===== src/rtl/blockade_loader.sv =====
// Blockade ROM/DIP download loader.
// Takes the host's byte stream, routes ROM-image bytes to the program or
// graphics ROM with a multi-cycle write strobe, latches the DIP block, and
// holds the game core in reset until a complete image has been loaded.
module blockade_loader #(
    parameter int PROG_BYTES  = 4096,
    parameter int GFX_BYTES   = 1024,
    parameter int WR_CYCLES   = 2,
    parameter int HOLD_CYCLES = 16
) (
    input  logic        clk_sys,
    input  logic        reset_n,
    input  logic        ioctl_download,
    input  logic        ioctl_wr,
    input  logic [24:0] ioctl_addr,
    input  logic [7:0]  ioctl_dout,
    input  logic [7:0]  ioctl_index,
    output logic        ioctl_wait,
    output logic [13:0] dn_addr,
    output logic [7:0]  dn_data,
    output logic        dn_wr_prog,
    output logic        dn_wr_gfx,
    output logic [7:0]  dip_sw0,
    output logic [7:0]  dip_sw1,
    output logic        game_reset,
    output logic        rom_ok
);

    localparam logic [7:0]  IDX_ROM   = 8'd0;
    localparam logic [7:0]  IDX_DIP   = 8'd254;
    localparam int          TOTAL     = PROG_BYTES + GFX_BYTES;
    localparam logic [24:0] PROG_END  = 25'(PROG_BYTES);
    localparam logic [24:0] ROM_END   = 25'(TOTAL);
    localparam logic [13:0] ROM_TOTAL = 14'(TOTAL);
    localparam logic [13:0] GFX_BASE  = 14'(PROG_BYTES);
    localparam logic [3:0]  WR_LAST   = 4'(WR_CYCLES - 1);
    localparam logic [7:0]  HOLD_LAST = 8'(HOLD_CYCLES - 1);

    typedef enum logic [2:0] {
        S_IDLE,
        S_LOAD,
        S_WRITE,
        S_HOLD,
        S_READY
    } state_t;

    state_t      state;
    logic        armed;      // set one clock after reset release; gates leaving IDLE
    logic [3:0]  wr_cnt;     // clocks the current strobe has been held
    logic [7:0]  hold_cnt;   // clocks spent in HOLD
    logic [13:0] byte_cnt;   // accepted in-region ROM bytes, saturating
    logic        dl_ended;   // download ended while a write was still in flight

    // Input decode shared by the FSM and the DIP latch.
    logic        rom_dl;
    logic        in_prog;
    logic        in_gfx;
    logic [13:0] gfx_off;
    logic [13:0] cnt_next;

    assign rom_dl   = ioctl_download && (ioctl_index == IDX_ROM);
    assign in_prog  = (ioctl_addr < PROG_END);
    assign in_gfx   = !in_prog && (ioctl_addr < ROM_END);
    // Region addresses never exceed 14 bits, so the low bits carry the offset.
    assign gfx_off  = ioctl_addr[13:0] - GFX_BASE;
    assign cnt_next = (byte_cnt == ROM_TOTAL) ? byte_cnt : byte_cnt + 14'd1;

    // Loader FSM with all of its registered outputs.
    // NOTE: sequential state uses non-blocking assignments only, so every
    // register in this block samples pre-edge values and ordering is irrelevant.
    always_ff @(posedge clk_sys or negedge reset_n) begin
        if (!reset_n) begin
            state      <= S_IDLE;
            armed      <= 1'b0;
            wr_cnt     <= '0;
            hold_cnt   <= '0;
            byte_cnt   <= '0;
            dl_ended   <= 1'b0;
            ioctl_wait <= 1'b0;
            dn_addr    <= '0;
            dn_data    <= '0;
            dn_wr_prog <= 1'b0;
            dn_wr_gfx  <= 1'b0;
            game_reset <= 1'b1;
            rom_ok     <= 1'b0;
        end else begin
            armed <= 1'b1;
            case (state)
                S_IDLE: begin
                    if (armed && rom_dl) begin
                        state    <= S_LOAD;
                        byte_cnt <= '0;
                        rom_ok   <= 1'b0;
                    end
                end

                S_LOAD: begin
                    if (!rom_dl) begin
                        state    <= S_HOLD;
                        hold_cnt <= '0;
                        rom_ok   <= (byte_cnt == ROM_TOTAL);
                    end else if (ioctl_wr && (in_prog || in_gfx)) begin
                        // Out-of-region bytes fall through here and are dropped.
                        state      <= S_WRITE;
                        dn_addr    <= in_prog ? ioctl_addr[13:0] : gfx_off;
                        dn_data    <= ioctl_dout;
                        dn_wr_prog <= in_prog;
                        dn_wr_gfx  <= in_gfx;
                        ioctl_wait <= 1'b1;
                        wr_cnt     <= '0;
                        dl_ended   <= 1'b0;
                        byte_cnt   <= cnt_next;
                    end
                end

                S_WRITE: begin
                    // Address, data and strobe are frozen here; stray ioctl_wr
                    // pulses from the host are simply not looked at.
                    if (!rom_dl) begin
                        dl_ended <= 1'b1;
                    end
                    if (wr_cnt == WR_LAST) begin
                        dn_wr_prog <= 1'b0;
                        dn_wr_gfx  <= 1'b0;
                        ioctl_wait <= 1'b0;
                        if (dl_ended || !rom_dl) begin
                            state    <= S_HOLD;
                            hold_cnt <= '0;
                            rom_ok   <= (byte_cnt == ROM_TOTAL);
                        end else begin
                            state <= S_LOAD;
                        end
                    end else begin
                        wr_cnt <= wr_cnt + 4'd1;
                    end
                end

                S_HOLD: begin
                    if (rom_dl) begin
                        state    <= S_LOAD;
                        byte_cnt <= '0;
                        rom_ok   <= 1'b0;
                    end else if (hold_cnt == HOLD_LAST) begin
                        state      <= rom_ok ? S_READY : S_IDLE;
                        game_reset <= !rom_ok;
                    end else begin
                        hold_cnt <= hold_cnt + 8'd1;
                    end
                end

                S_READY: begin
                    if (rom_dl) begin
                        state      <= S_LOAD;
                        byte_cnt   <= '0;
                        rom_ok     <= 1'b0;
                        game_reset <= 1'b1;
                    end
                end

                default: begin
                    state      <= S_IDLE;
                    game_reset <= 1'b1;
                end
            endcase
        end
    end

    // DIP block latch; independent of the FSM so it works in every state.
    always_ff @(posedge clk_sys or negedge reset_n) begin
        if (!reset_n) begin
            dip_sw0 <= '0;
            dip_sw1 <= '0;
        end else if (ioctl_wr && (ioctl_index == IDX_DIP)) begin
            if (ioctl_addr == 25'd0) begin
                dip_sw0 <= ioctl_dout;
            end
            if (ioctl_addr == 25'd1) begin
                dip_sw1 <= ioctl_dout;
            end
        end
    end

endmodule


===== config.mk =====
export PLATFORM = sky130hd
export DESIGN_NAME = blockade_loader
export DESIGN_NICKNAME = d
export VERILOG_FILES = /design/src/rtl/blockade_loader.sv
export SDC_FILE = /design/constraint.sdc
export NUM_CORES = 1
export LEC_CHECK = 0
export ABC_AREA = 1
export CAP_MARGIN = 15
export CORE_MARGIN = 8
export CORE_UTILIZATION = 51
export CTS_CLUSTER_SIZE = 14
export DETAILED_ROUTE_END_ITERATION = 7
export GPL_ROUTABILITY_DRIVEN = 1
export HOLD_SLACK_MARGIN = 0.06
export PLACE_DENSITY = 0.86
export SYNTH_ARGS = -nofsm -noshare
export SYNTH_HDL_FRONTEND = slang
export SYNTH_SLANG_ARGS = --single-unit
export TNS_END_PERCENT = 1

===== constraint.sdc =====
create_clock -name clk_sys -period 2.89 [get_ports clk_sys]
set_input_delay 0.867 -clock clk_sys [delete_from_list [all_inputs] [get_ports clk_sys]]
set_output_delay 0.867 -clock clk_sys [all_outputs]
set_load 0.01 [all_outputs]

# Word-level counts from Yosys, hierarchy flattened
# Cells that the tools add are included.
# W data, S select, Z words.
[op_classes] mux=51 n_eq_ne=25 n_reduce_logical=30 addsub=4 n_bitwise=1 magnitude_cmp=2
[op_table] op="$mux W14" n=6
[op_table] op="$lt A25 B13 Y1 const B" n=2
[op_table] op="$pmux W14 S3" n=1
[op_table] op="$mux W8" n=5
[op_table] op="$ne A2 B2 Y1 const B" n=13
[op_table] op="$eq A25 B1 Y1 const B" n=1
[op_table] op="$logic_not A25 Y1" n=1
[op_table] op="$mux W3" n=8
[op_table] op="$pmux W8 S3" n=1
[op_table] op="$mux W1" n=18
[op_table] op="$reduce_and A6 Y1" n=3
[op_table] op="$reduce_and A4 Y1" n=4
[op_table] op="$pmux W3 S5" n=1
[op_table] op="$add A14 B1 Y14 const B" n=1
[op_table] op="$eq A14 B13 Y1 const B" n=1
[op_table] op="$sub A14 B13 Y14 const B" n=1
[op_table] op="$mux W4" n=3
[op_table] op="$add A8 B1 Y8 const B" n=1
[op_table] op="$eq A8 B4 Y1 const B" n=1
[op_table] op="$eq A8 B8 Y1 const B" n=1
[op_table] op="$logic_not A8 Y1" n=1
[op_table] op="$pmux W1 S2" n=4
[op_table] op="$pmux W4 S2" n=1
[op_table] op="$eq A3 B2 Y1 const B" n=2
[op_table] op="22 further kinds" n=32
[word_totals] output_inout_bits=43 elab_cells=128 regBits=74

# Depth between registers and ports, before layout
[depth] word_depth=8 depth_mapped=12 ltp_nobuf=12

# Least setup slack after synthesis
# No wires, ideal clock.
[synth_path] path_kind="input to register" start="input port ioctl_index[2]" end="register dn_addr[13]" arrival_time_ns=1.919 required_ns=2.772 slack_ns=0.853 stages=10 setup_ns=0.118 path_cell_list="nor2_1 nand3_1 nor2_4 nand2_4 nor2_8 inv_2 buf_6 buf_6 nand2_1 nand2_1"
[synth_via] elab_chain_cells=3
[synth_lines] item="start: declaration" line_no="17" source="input logic [7:0] ioctl_index,"
[synth_lines] item="$logic_not A8 Y1" line_no="61" source="assign rom_dl = ioctl_download && (ioctl_index == IDX_ROM);"
[synth_lines] item="$logic_and A1 B1 Y1" line_no="61"
[synth_lines] item="$reduce_and A3 Y1 (no line)"
[synth_lines] item="end signal: assignment" line_no="105" source="dn_addr <= in_prog ? ioctl_addr[13:0] : gfx_off;"
[synth_lines] item="end: declaration" line_no="19" source="output logic [13:0] dn_addr,"
# No other way between the ends.
# A chain may end at the register's enable or synchronous reset.

# Worst setup path after layout
[layout_path] start="input port ioctl_index[3]" end="register dn_addr[8]"
# Same word-level chain as after synthesis.

==> impl_metrics.yaml <==
run:
  cap_violations: 0
synthesis:
  synth_area_leader_cell: "dfrtp_1"
  postSynthCellCount: 543
  yosysWarnings: 0
  synth_top_area_share_pct: 45.0
  synth_seq_cells: 74
  syn-num-nets: 594
  syn_avg_cell_area_sq_um: 7.48
  synthTopCellsByArea: "dfrtp_1 45%, nand2_1 16%, nor2_1 7.2%"
  syn_area_sq_mm: 0.00406
  ys.flop_type: "dfrtp_1"
  synthArstFlopShare_pct: 100
  synth_cell_types: 34
  synthTopCellsByCount: "170 x nand2_1, 78 x nor2_1, 73 x dfrtp_1, 52 x nand3_1, 49 x inv_1"
  synth_most_common_cell: "nand2_1"
  synth.yosys.seq_area_share_pct: 45.6
  synth-edff-count: 0
setup_path:
  r2r-end: "hold_cnt[6]$_DFFE_PN0P_"
  reg2reg_depth: 8
  timing.rr.start: "state[1]$_DFFE_PN0P_"
  crit_buf_inv: 2
  setup.worst_path.start: "ioctl_index[3]"
  crit_path_top_delay_cell: "clkdlybuf4s50_1"
  arrival_ns: 2.59
  slowest_delay_ns: 0.45
  critPathLaunchType: "primary input"
  cp_top_family: "simple AND/OR/NAND/NOR gates"
  worstPathRequired_ns: 3.08
  cp_cell_sequence: "clkdlybuf4s50_1 > nor2_1 > nand3_1 > nor2_4 > nand2_4 > nor2_8 > inv_2 > nand2_1 > o21ai_0"
  r2r_slack_ns: 0.99
  cp-end-kind: "flip-flop"
  cp_max_fo: 39
  critPathKind: "primary input to flip-flop"
grt:
  grt_pass1_wl_microns: 18100
  grt_max_degree: 75
  grt_use_total_pct: 19.4
  grt_antenna_before_repair: 0
  first_global_vias: 3952
  overflow: 0
sta:
  timing.final.crit_share_pct: 83.2
  rsz0062_at_grt: "false"
  hold_viol_final: 0
  fin_crit_ns: 2.40
  finClkSkew_ns: 0.00778
  finalSetupTns_ns: 0
  fmax_mhz: 416
  setup-violations-final: 0
  relSlewSlack_pct: 39.2
  whs_ns: 0.486
  worstMarginPinSlew_ns: 0.912
  slew_viol_final: 0
  worst_slack_ns: 0.487
power:
  powerDensity_mw_per_mm2: 598
  total_power_mw: 3.16
  ir_drop_v: 0.000420
  p_leak_nw: 2.54
cts:
  cts_tree: "yes"
  max-clock-path-buffers: 2
  htreeDepth: 3
  postCtsSetupBuffers: 0
  cts_made_buffers: 9
  post_cts_resize_count: 0
  clk_pin_slew_worst_paths_ns: 0.08
  ctsHoldBuffers: 0
  cts_sinks: 74
  cts_root_buffer: "clkbuf_8"
  clk_latency_ns: 0.34
detailed_routing:
  routedWlPerCell_microns: 14.1
  drtPass1Iterations: 5
  drcViolationCount: 0
  vias_per_cell: 5.17
  via_count: 3817
  finalWirelength_microns: 10400
  ant_nets: 0
  first_iter_violations: 182
finish:
  antennaDiodeCount: 0
  final_cell_area_sq_mm: 0.00528
  final_util_pct: 68.4
  seq_area_sq_mm: 0.00185
  fin_cells: 739
  fin_nets: 683
  multi_input_area_sq_mm: 0.00191
  layout-drive-gt1-share_pct: 7.69
  syn_to_final_growth_pct: 30.0
  fillers: 631
status:
  status: "complete, no violations"
floorplan:
  core_area_sq_mm: 0.00773
  fp.dieH_microns: 105
  dieArea_sq_mm: 0.0111
  die_w_microns: 105
  rows: 32
  start_util_pct: 52.6
  ios: 88
place:
  dpl_worst_slack_ns: 0.154
  io_buffers: 87
  dpl.hpwl_microns: 7760
  gp_congestion: 0.859
  dpl_cell_area_sq_mm: 0.00501
  dp_cells: 723
worst_hold_path:
  hold_class: "flip-flop to flip-flop"
  hold_path.startpoint: "dn_addr[11]$_DFFE_PN0P_"
  hold_path_depth: 2
  min_to: "dn_addr[11]$_DFFE_PN0P_"
-- report_power, final --
group | leakage (nW) | internal, mW | total, mW | switching, mW
clock network | 0.137 | 0.688 | 1.08 | 0.394
logic | 1.39 | 0.292 | 0.903 | 0.611
registers | 1.01 | 1.10 | 1.18 | 0.0754
-- area by class of cell --
cell class / count / share of cell area (%)
Tap cell: 102 / 2.42
Inverter: 55 / 3.91
Multi-Input combinational cell: 400 / 36.2
Sequential cell: 74 / 35.1
Timing Repair Buffer: 92 / 17.1
Clock buffer: 10 / 2.61
Clock inverter: 6 / 2.61
-- cells by family (layout without fill, tap and decap cells) --
kind of cell	count (synthesis)	after routing	synth area share (%)
other	1	1	0.0923
flip-flops	74	74	45.6
AO/OA/AOI/OAI	44	44	6.07
XOR/XNOR	12	12	2.59
AND/OR/NAND/NOR	337	337	36.5
buffers and inverters	69	163	7.30
adder cells (fa/ha/maj)	6	6	1.85
-- per-layer routing --
metal / vias to the layer above / track usage [%] / share of wire, %
li1: 1897 / - / -
met1: 1795 / 21.8 / 41
met2: 113 / 33.9 / 50
met3: 12 / 6.88 / 8.0
met4: 0 / 5.71 / 1.4
met5: - / 0 / 0
-- cells in the final DEF (no fill, tap or decap), types with 4 or more instances in the layout --
cell type / synthesis / routed
a21oi_1: 6 / 6
buf_4: 2 / 6
bufinv_16: 0 / 4
clkbuf_8: 0 / 10
clkdlybuf4s50_1: 0 / 86
dfrtp_1: 73 / 73
ha_1: 6 / 6
inv_1: 49 / 49
inv_2: 6 / 6
nand2_1: 170 / 170
nand3_1: 52 / 52
nand4_1: 11 / 11
nor2_1: 78 / 78
nor3_1: 5 / 5
o21ai_0: 26 / 26
o21ai_1: 7 / 7
o21ai_2: 4 / 4
xnor2_1: 5 / 5
xor2_1: 7 / 7
-- sequential cells by signal, summed over array words and instances, names as in the netlist, 3 cells and up --
register,flops
dn_addr,14
state,3
dip_sw0,8
hold_cnt,8
byte_cnt,14
wr_cnt,4
dip_sw1,8
dn_data,8
-- how the worst max path moves through the flow --
stage,to,slack [ns],cells after the start
global route,dn_addr[8]$_DFFE_PN0P_,0.37,9
detailed placement,dn_addr[8]$_DFFE_PN0P_,0.15,9
CTS,dn_addr[8]$_DFFE_PN0P_,0.52,9
global placement,dn_addr[4]$_DFFE_PN0P_,0.29,9
floorplan,dn_addr[13]$_DFFE_PN0P_,0.85,10
finish,dn_addr[8]$_DFFE_PN0P_,0.49,9
-- worst reg2reg max path, delay by kind of cell (launching register included) --
kind / cells / cell delay [ns]
and+or+nand+nor: 6 / 1.04
DFF: 1 / 0.56
buffers and inverters: 2 / 0.24
Power figures use the tool's default switching activity.
